File: config.mk
export PLATFORM = sky130hd
export DESIGN_NAME = axis_row_producer_flat
export DESIGN_NICKNAME = d
export VERILOG_FILES = /design/src/rtl/axis_row_producer_if.sv /design/src/rtl/axis_row_producer.sv /design/src/flat_wrapper.sv
export SDC_FILE = /design/constraint.sdc
export NUM_CORES = 1
export LEC_CHECK = 0
export CORE_AREA = 2 2 221 223
export DETAILED_ROUTE_END_ITERATION = 10
export DIE_AREA = 0 0 223 225
export PLACE_DENSITY = 0.63
export SYNTH_ARGS = -nofsm -noshare
export SYNTH_HDL_FRONTEND = slang
export SYNTH_SLANG_ARGS = --single-unit
File: constraint.sdc
create_clock -name clk -period 10.3 [get_ports clk]
set_clock_uncertainty 0.05 [all_clocks]
set_input_delay 2.06 -clock clk [delete_from_list [all_inputs] [get_ports clk]]
set_output_delay 2.06 -clock clk [all_outputs]
set_load 0.01 [all_outputs]
File: src/rtl/axis_row_producer_if.sv
// AXI-Stream bus carrying row beats from the producer to its sink.
interface axis_row_producer_if #(
    parameter int unsigned DATA_WIDTH = 512
);
    logic [DATA_WIDTH-1:0] AXIS_TDATA;
    logic                  AXIS_TVALID;
    logic                  AXIS_TLAST;
    logic                  AXIS_TREADY;

    modport master (
        output AXIS_TDATA,
        output AXIS_TVALID,
        output AXIS_TLAST,
        input  AXIS_TREADY
    );

    modport slave (
        input  AXIS_TDATA,
        input  AXIS_TVALID,
        input  AXIS_TLAST,
        output AXIS_TREADY
    );
endinterface

File: src/rtl/axis_row_producer.sv
// AXI-Stream row source: emits row_count rows of BEATS_PER_ROW pattern beats,
// with optional idle gaps between rows, row/job strobes and graceful abort.
module axis_row_producer #(
    parameter int unsigned DATA_WIDTH    = 512,
    parameter int unsigned BEATS_PER_ROW = 66
) (
    input  logic                       clk,
    input  logic                       resetn,
    input  logic                       start,
    input  logic [31:0]                row_count,
    input  logic [15:0]                gap_cycles,
    input  logic                       abort,
    output logic                       busy,
    output logic                       done,
    output logic                       row_sent,
    axis_row_producer_if.master        axis
);
    localparam int unsigned LANES     = DATA_WIDTH / 32;
    localparam logic [15:0] LAST_BEAT = 16'(BEATS_PER_ROW - 1);

    typedef enum logic [1:0] {IDLE, SEND, GAP, FINISH} state_t;

    state_t                state_q, state_d;
    logic [31:0]           rows_q, rows_d;
    logic [15:0]           gap_len_q, gap_len_d;
    logic [15:0]           gap_cnt_q, gap_cnt_d;
    logic [31:0]           row_idx_q, row_idx_d;
    logic [15:0]           beat_idx_q, beat_idx_d;
    logic                  abort_q, abort_d;
    logic                  busy_q, busy_d;
    logic                  done_q, done_d;
    logic                  row_sent_q, row_sent_d;
    logic                  tvalid_q, tvalid_d;
    logic                  tlast_q, tlast_d;
    logic [DATA_WIDTH-1:0] tdata_q, tdata_d;
    logic                  hs;
    logic                  last_row;

    assign hs       = tvalid_q & axis.AXIS_TREADY;
    assign last_row = (row_idx_q + 32'd1) == rows_q;

    always_comb begin
        state_d    = state_q;
        rows_d     = rows_q;
        gap_len_d  = gap_len_q;
        gap_cnt_d  = gap_cnt_q;
        row_idx_d  = row_idx_q;
        beat_idx_d = beat_idx_q;
        abort_d    = abort_q;
        busy_d     = busy_q;
        done_d     = 1'b0;
        row_sent_d = 1'b0;
        tvalid_d   = 1'b0;
        unique case (state_q)
            IDLE: begin
                if (start) begin
                    if (row_count != '0) begin
                        rows_d     = row_count;
                        gap_len_d  = gap_cycles;
                        row_idx_d  = '0;
                        beat_idx_d = '0;
                        busy_d     = 1'b1;
                        tvalid_d   = 1'b1;
                        state_d    = SEND;
                    end else begin
                        done_d  = 1'b1;
                        state_d = FINISH;
                    end
                end
            end
            SEND: begin
                tvalid_d = 1'b1;
                if (abort) abort_d = 1'b1;
                if (hs) begin
                    if (beat_idx_q == LAST_BEAT) begin
                        row_sent_d = 1'b1;
                        beat_idx_d = '0;
                        row_idx_d  = row_idx_q + 32'd1;
                        // Abort arriving with the TLAST handshake counts as already latched.
                        if (last_row || abort_q || abort) begin
                            tvalid_d = 1'b0;
                            done_d   = 1'b1;
                            busy_d   = 1'b0;
                            state_d  = FINISH;
                        end else if (gap_len_q != '0) begin
                            tvalid_d  = 1'b0;
                            gap_cnt_d = gap_len_q;
                            state_d   = GAP;
                        end
                    end else begin
                        beat_idx_d = beat_idx_q + 16'd1;
                    end
                end
            end
            GAP: begin
                if (abort || abort_q) begin
                    done_d  = 1'b1;
                    busy_d  = 1'b0;
                    state_d = FINISH;
                end else begin
                    gap_cnt_d = gap_cnt_q - 16'd1;
                    if (gap_cnt_q == 16'd1) begin
                        tvalid_d = 1'b1;
                        state_d  = SEND;
                    end
                end
            end
            FINISH: begin
                abort_d = 1'b0;
                state_d = IDLE;
            end
            default: state_d = IDLE;
        endcase
        tlast_d = tvalid_d && (beat_idx_d == LAST_BEAT);
        tdata_d = {LANES{row_idx_d[15:0], beat_idx_d}};
    end

    always_ff @(posedge clk) begin
        if (!resetn) begin
            state_q    <= IDLE;
            rows_q     <= '0;
            gap_len_q  <= '0;
            gap_cnt_q  <= '0;
            row_idx_q  <= '0;
            beat_idx_q <= '0;
            abort_q    <= 1'b0;
            busy_q     <= 1'b0;
            done_q     <= 1'b0;
            row_sent_q <= 1'b0;
            tvalid_q   <= 1'b0;
            tlast_q    <= 1'b0;
            tdata_q    <= '0;
        end else begin
            state_q    <= state_d;
            rows_q     <= rows_d;
            gap_len_q  <= gap_len_d;
            gap_cnt_q  <= gap_cnt_d;
            row_idx_q  <= row_idx_d;
            beat_idx_q <= beat_idx_d;
            abort_q    <= abort_d;
            busy_q     <= busy_d;
            done_q     <= done_d;
            row_sent_q <= row_sent_d;
            tvalid_q   <= tvalid_d;
            tlast_q    <= tlast_d;
            tdata_q    <= tdata_d;
        end
    end

    assign busy             = busy_q;
    assign done             = done_q;
    assign row_sent         = row_sent_q;
    assign axis.AXIS_TDATA  = tdata_q;
    assign axis.AXIS_TVALID = tvalid_q;
    assign axis.AXIS_TLAST  = tlast_q;
endmodule
File: src/flat_wrapper.sv
// flat-port wrapper written by rule: the top's interface ports become plain ports
module axis_row_producer_flat 
#(
    parameter int unsigned DATA_WIDTH    = 512,
    parameter int unsigned BEATS_PER_ROW = 66
)
  (clk, resetn, start, row_count, gap_cycles, abort, busy, done, row_sent, axis_AXIS_TDATA, axis_AXIS_TVALID, axis_AXIS_TLAST, axis_AXIS_TREADY);
  axis_row_producer_if #(.DATA_WIDTH(DATA_WIDTH)) axis_i ();
  input  logic clk;
  input  logic resetn;
  input  logic start;
  input  logic [31:0] row_count;
  input  logic [15:0] gap_cycles;
  input  logic abort;
  output logic busy;
  output logic done;
  output logic row_sent;
  output wire logic [$bits(axis_i.AXIS_TDATA)-1:0] axis_AXIS_TDATA;
  output wire logic [$bits(axis_i.AXIS_TVALID)-1:0] axis_AXIS_TVALID;
  output wire logic [$bits(axis_i.AXIS_TLAST)-1:0] axis_AXIS_TLAST;
  input wire logic [$bits(axis_i.AXIS_TREADY)-1:0] axis_AXIS_TREADY;
  assign axis_AXIS_TDATA = axis_i.AXIS_TDATA;
  assign axis_AXIS_TVALID = axis_i.AXIS_TVALID;
  assign axis_AXIS_TLAST = axis_i.AXIS_TLAST;
  assign axis_i.AXIS_TREADY = axis_AXIS_TREADY;
  axis_row_producer #(.DATA_WIDTH(DATA_WIDTH), .BEATS_PER_ROW(BEATS_PER_ROW)) u_core (.clk(clk), .resetn(resetn), .start(start), .row_count(row_count), .gap_cycles(gap_cycles), .abort(abort), .busy(busy), .done(done), .row_sent(row_sent), .axis(axis_i));
endmodule
Yosys cells after proc, flatten, opt, wreduce, memory -nomap -nowiden
Cells that the tools add are included.

Register bits after elaboration: 632. Logic and storage cells: 106. Input bits: 53.

Mux-type cells: 51. Reduce and logical (&&, ||, !) cells: 18. $add $sub $neg: 3. Bitwise gates (word level): 1. Eq/ne operators: 19.

Operator list (count): 16-bit two-way mux (9); 32-bit two-way mux (4); 16-bit case mux with 2 select lines (2); 32-bit case mux with 2 select lines (1); 32-bit by 1-bit adder with 32-bit output, second input constant (1); 16-bit by 7-bit == test with 1-bit output, second input constant (2); 32-bit == test (1); 32-bit nonzero test (1); 1-bit two-way mux (22); 16-bit by 1-bit adder with 16-bit output, second input constant (1); 16-bit by 1-bit == test with 1-bit output, second input constant (1); 2-bit two-way mux (8); 16-bit nonzero test (1); 16-bit by 1-bit subtractor with 16-bit output, second input constant (1); 2-bit by 1-bit != test with 1-bit output, second input constant (6); 5-bit AND reduction (2); 1-bit case mux with 3 select lines (3); 2-bit != test, second input constant (4); 2-bit case mux with 4 select lines (1); 7-bit AND reduction (1); 3-bit by 1-bit != test with 1-bit output, second input constant (2); 3-bit AND reduction (2); 6-bit AND reduction (1); 2-bit nonzero test (3); other kinds (9) (12).

Longest topological paths before layout
Gate-level depths: netlist of run 1.

Depth in word-level cells: 9. Gate-level depth with buffers: 15.

Least setup slack after synthesis of run 1
OpenSTA, ideal clock, no wires.

Path type: input-to-reg. From: in row_count[13]. To: reg with a tool-made name. Buffers on the path: 1. Data arrival time: 3790 ps. Data required time: 10149 ps. Library setup time: 101 ps. Stages: 9. Setup slack: 6359 ps. Cells stage by stage: nor4_1 -> nand4_1 -> o21ai_1 -> o21ai_1 -> nand2_1 -> and2_1 -> clkbuf_1 -> o21ai_0 -> o41ai_1.

RTL lines: start: declaration (RTL line flat_wrapper.sv:12) `input logic [31:0] row_count;`.

==> impl_metrics.ini, run 1 <==
[outcome]
outcome = finished clean

[global_route]
grt_pass1_vias = 8771
antenna_found_initial = 0
grt_max_degree = 110
overflow = 0
grt_pass1_wl_um = 50000
grt_usage_pct = 12.34

[logic_synthesis]
synthesis.nets = 1556
synthArstFlopShare_pct = 0
ys_seq_area_share_pct = 21.54
post-synth-top-count-cell = buf_4
ys_ff_latch = 120
synthTopCellsByArea = buf_4 34%, dfxtp_1 22%, nand2_1 5.8%, a21boi_0 4.3%, o21ai_0 3.6%
synth_top_area_cell = buf_4
synth_cell_type_count = 71
synth_top_area_share_pct = 33.52
synth_commonest_cells = 498 x buf_4, 173 x nand2_1, 120 x dfxtp_1, 80 x o21ai_0, 64 x a21boi_0
synth_top_flop_cell = dfxtp_1
synth_area_um2 = 11150
synth_warnings = 0
synth_edf_count = 0
synthCells = 1494
synth_area_per_cell_um2 = 7.464

[setup_path]
crit_fanout = 27
critical_path.reg2reg.endpoint = u_core.gap_cnt_q[12]$_SDFFE_PN0P_
critPathKind = reg -> reg
cp.required_ns = 10.57
end_kind = flop
rr_worst_depth = 9
cp-start-kind = flop
rrSetupSlack_ns = 4.96
arrival_ns = 5.61

[final_layout]
diodes = 0
fin_area_um2 = 14210
fin_nets = 1582
drive_gt1_share_pct = 3.457
syn2layout_area_growth_pct = 27.44
stdcell_count = 2148

[clock_tree]
postCtsSetupRepairBufs = 0
cts-root-buf = clkbuf_16
cts.sinks = 120
ctsHoldBuffers = 0
cts-resized-gates = 0
cts_tree = yes
cts_buffers = 17
cts_buffer_depth = 2
clkSlewWorstSetupHoldPaths_ns = 0.06
htree_levels = 4
clk_latency_ns = 0.43

[floorplan]
ios = 570
std_cell_rows = 80
die_area_um2 = 50180
fp.dieH_um = 225
coreArea_um2 = 47550
die_w_um = 223
initial_utilization_pct = 23.46

[power]
power_leakage_nw = 4.788
p_per_area_nw_per_um2 = 89.99
finalPower_mw = 1.279
ir_drop_mv = 0.08857

[worst_hold_path]
worstHoldStart = u_core.busy$_SDFFE_PN0P_
holdPathStages = 2
hold_end = u_core.busy$_SDFFE_PN0P_
hp-class = reg -> reg

[timing]
finalCritPeriodShare_pct = 51.89
slew_viol_final = 0
rsz0062_at_grt = false
hold_violations = 0
max_freq_mhz = 187.1
min_period_ns = 5.345
tightest_slew_ns = 1.151
finalSetupViolCount = 0
timing.setup.tns_ns = 0
setup_ws_ns = 4.955
slew_headroom_pct = 22.64

[placed_design]
io_buffers = 569
dp_hpwl_um = 25170
gp_congestion = 0.8373
place_worst_setup_slack_ns = 5.015
place_area_um2 = 13650
dpl.cell_count = 2116

[drt]
ant_nets = 0
wl_per_cell_um = 15.70
firstDrtPassIters = 5
drt_first_iter_violations = 557
vias_per_cell = 4.498
vias = 9661
drc_errors = 0
wl_um = 33730

[flow_run]
maxCapViolCount = 0
## worst max-delay path by stage
stage / slack (ns) / end / cells after the start / start
after floorplan: 6.36 / flop / 9 / row_count[13]
after global placement: 5.05 / flop / 7 / axis_AXIS_TREADY
after detailed placement: 5.01 / u_core.gap_cnt_q[12]$_SDFFE_PN0P_ / 9 / flop
after CTS: 4.96 / u_core.gap_cnt_q[12]$_SDFFE_PN0P_ / 9 / flop
after global routing: 4.57 / u_core.gap_cnt_q[12]$_SDFFE_PN0P_ / 9 / flop
final: 4.96 / u_core.gap_cnt_q[12]$_SDFFE_PN0P_ / 9 / flop
## through the flow
step | util (%) | hold slack, ns
after detailed placement | 28.71 | 0.4179
after global routing | 29.89 | 0.4584
after CTS | 29.89 | 0.4333
after floorplan | - | 0.4003
final | 29.89 | 0.4267
after global placement | 28.71 | 0.4095
## report_power, final
part,switching [mW],internal (mW)
logic,0.118,0.0784
registers,0.0200,0.484
clock network,0.239,0.340
## cell type report
| class | count | area, um^2 |
|---|---|---|
| fill | 4997 | 33330 |
| tap | 615 | 769.5 |
| sequential | 120 | 2402 |
| clock inverter | 13 | 121.4 |
| clock buffer | 19 | 442.9 |
| inverter | 16 | 60.06 |
| timing repair buffer | 577 | 5751 |
| multi-input combinational | 788 | 4666 |
## critical path, stage by stage (launching register included)
cell	delay [ns]
dfxtp_1	1.01
nand4_1	0.70
or4_4	0.76
nor3_2	0.47
mux2_2	0.40
o2111ai_1	0.25
or4_1	0.51
or2_1	0.62
o211ai_1	0.19
a32o_1	0.29
## layout by cell type, fill, tap and decap left out, types with 20 or more instances in the layout
cell	count
a21oi_1	45
nor4_1	28
nor2_1	58
xnor2_1	33
or3_1	20
o21ai_0	80
and2_1	25
clkdlybuf4s50_1	568
nand2_1	173
nand4_1	27
dfxtp_1	120
a21boi_0	64
nor3_1	27
## layer usage
metal	global-route usage, %	routed length, um	vias up	share of wire, %
met5	0	0	-	0
met4	2.750	497	0	1.5
met3	2.894	2334	37	6.9
met2	22.72	17470	429	52
met1	14.43	13430	4567	40
li1	-	-	4628	-
## cells by family after synthesis
group           Yosys count  synth area share, %
compound gates          273                15.73
fa+ha+maj                 9                1.010
simple gates            447                20.26
flops                   120                21.54
buf+inv                 586                36.69
xor+xnor                 49                3.848
mux                      10               0.9200
Power figures use the tool's default switching activity.
==> inputs of run 2 (changes only) <==
CORE_AREA = 2 2 223 225   (was 2 2 221 223)
DIE_AREA = 0 0 225 227   (was 0 0 223 225)
PLACE_DENSITY = 0.64   (was 0.63)
clock period = 4.3 ns   (was 10.3 ns; I/O delays follow)
==> run 2 against run 1 <==
Compared with the run above:
- die area grew 1.8%
- routed wire length grew 2.1%
- total power grew to 2.5 times the previous value
- via count grew 0.62%
- cell count grew 2.2%
- sequential power grew 140%
- fmax grew 35%
- first-iteration DRC count shrank 4.7%
- worst setup slack lost 4.6 ns
- critical path type unchanged
==> impl_metrics.ini, run 2 (synthesized netlist as in run 1, its figures left out) <==
[final_layout]
final_common_cell = clkdlybuf4s50_1
final_cell_mix = 568 x clkdlybuf4s50_1, 173 x nand2_1, 120 x dfxtp_1
nFillCells = 5077
fin_nets = 1622
syn2layout_area_growth_pct = 30.57
drive_gt1_share_pct = 5.912

[timing]
max_freq_mhz = 252.5
timing.setup.tns_ns = 0
finalSetupViolCount = 0
finalCritPeriodShare_pct = 92.11
tightest_slew_ns = 1.124
slew_headroom_pct = 24.54
hold_violations = 0
min_period_ns = 3.961
rsz0062_at_grt = false
slew_viol_final = 0
fin_hold_ws_ns = 0.4286

[power]
seq_power_share_pct = 37.7
p_switching_mw = 0.9627
power_switching_share_pct = 30.03
p_per_area_nw_per_um2 = 220.1
p_int_mw = 2.243
power_leakage_nw = 5.025
pwr-share-clk_pct = 46.7
power_frac_comb_pct = 15.6
ir_drop_mv = 0.2426

[clock_tree]
htree_levels = 4
cts-root-buf = clkbuf_16
cts_buffers = 17
cts-resized-gates = 0
cts.sinks = 120
ctsHoldBuffers = 0
cts_tree = yes
postCtsSetupRepairBufs = 0
cts_buffer_depth = 2
clk_latency_ns = 0.43
clkSlewWorstSetupHoldPaths_ns = 0.07

[global_route]
grt_usage_pct = 12.24
antenna_found_initial = 2
grt_pass1_vias = 8688
grt_pass1_wl_um = 49740
overflow = 0
grt_max_degree = 67

[floorplan]
die_area_um2 = 51080
initial_utilization_pct = 22.97
coreArea_um2 = 48550
die_w_um = 225
ios = 570
fp.dieH_um = 227
std_cell_rows = 81

[setup_path]
critPathKind = reg -> reg
cp-start-kind = flop
critical_path.reg2reg.endpoint = u_core.gap_cnt_q[4]$_SDFFE_PN0P_
arrival_ns = 4.28
rr_worst_depth = 10
cp.required_ns = 4.62
rrSetupSlack_ns = 0.34
end_kind = flop
crit_fanout = 16

[worst_hold_path]
hp-class = reg -> reg
hold_end = u_core.rows_q[23]$_SDFFE_PN0P_
holdPathStages = 2
worstHoldStart = u_core.rows_q[23]$_SDFFE_PN0P_

[drt]
wl_um = 34450
drc_errors = 0
ant_nets = 0
vias = 9721
firstDrtPassIters = 6
vias_per_cell = 4.427
wl_per_cell_um = 15.69
drt_first_iter_violations = 531

[outcome]
outcome = finished clean

[flow_run]
maxCapViolCount = 0

[placed_design]
gp_congestion = 0.8711
io_buffers = 569
dp_hpwl_um = 26320
-- run 2: cell types whose count changed in the layout (fill, tap and decap cells not counted), sizes merged --
cell	delta
buf	+40
bufinv	+1
clkbuf	-2
clkinv	-1
clkinvlp	-4
diode	+1
inv	+6
-- run 2: cell type report --
type	instances	area, um^2	area share, %
flip-flops and latches	120	2402	16.50
diodes	1	2.502	0.01719
clock inverters	15	180.2	1.237
inverters	16	60.06	0.4124
repair buffers	617	6051	41.55
multi-input cells	788	4662	32.02
clock buffers	17	425.4	2.921
well taps	622	778.2	5.345
-- run 2: critical path: stages (launching register included) --
cell	delay [ns]
dfxtp_1	0.34
ha_1	0.22
nand4_4	0.19
or3_1	0.45
xnor2_1	0.14
o311ai_0	0.65
o2111ai_1	0.22
or4_1	0.67
or2_1	0.52
a32oi_1	0.25
and4_1	0.20
-- run 2: per-stage QoR --
step	instance area [um^2]	power (mW)	setup slack, ns	utilization, %	instances
floorplan	11150	1.523	0.4376	-	1494
global placement	13950	1.728	0.3951	28.74	2163
detailed placement	13950	1.729	0.3396	28.74	2163
CTS	14560	3.234	0.3927	29.99	2195
global route	14560	3.342	0.08472	29.99	2195
finish	14560	3.205	0.3394	30.00	2196
-- run 2: metal layers --
layer / up-vias / routed length [um] / track usage [%]
met2: 404 / 16990 / 21.35
met3: 38 / 2309 / 2.943
li1: 4711 / - / -
met1: 4566 / 14710 / 15.26
met5: - / 13 / 0
met4: 2 / 424 / 2.649
-- run 2: power by group through the flow --
stage                     sequential [mW]  combinational, mW  clock (mW)
after detailed placement             1.23              0.495           0
after global placement               1.23              0.495           0
after floorplan                      1.22              0.306           0
after CTS                            1.21              0.498        1.53
final                                1.21              0.499        1.50
after global routing                 1.22              0.550        1.58
-- run 2: worst max-delay path by stage --
stage                  start                           endpoint  cells after the start
2_1_floorplan           flop  u_core.gap_cnt_q[12]$_SDFFE_PN0P_                     13
3_3_place_gp   row_count[25]  u_core.row_idx_q[30]$_SDFFE_PN0P_                      9
6_report                flop   u_core.gap_cnt_q[4]$_SDFFE_PN0P_                     10
5_1_grt                 flop   u_core.gap_cnt_q[4]$_SDFFE_PN0P_                     10
4_1_cts                 flop   u_core.gap_cnt_q[4]$_SDFFE_PN0P_                     10
3_5_place_dp   row_count[26]  u_core.row_idx_q[24]$_SDFFE_PN0P_                      9
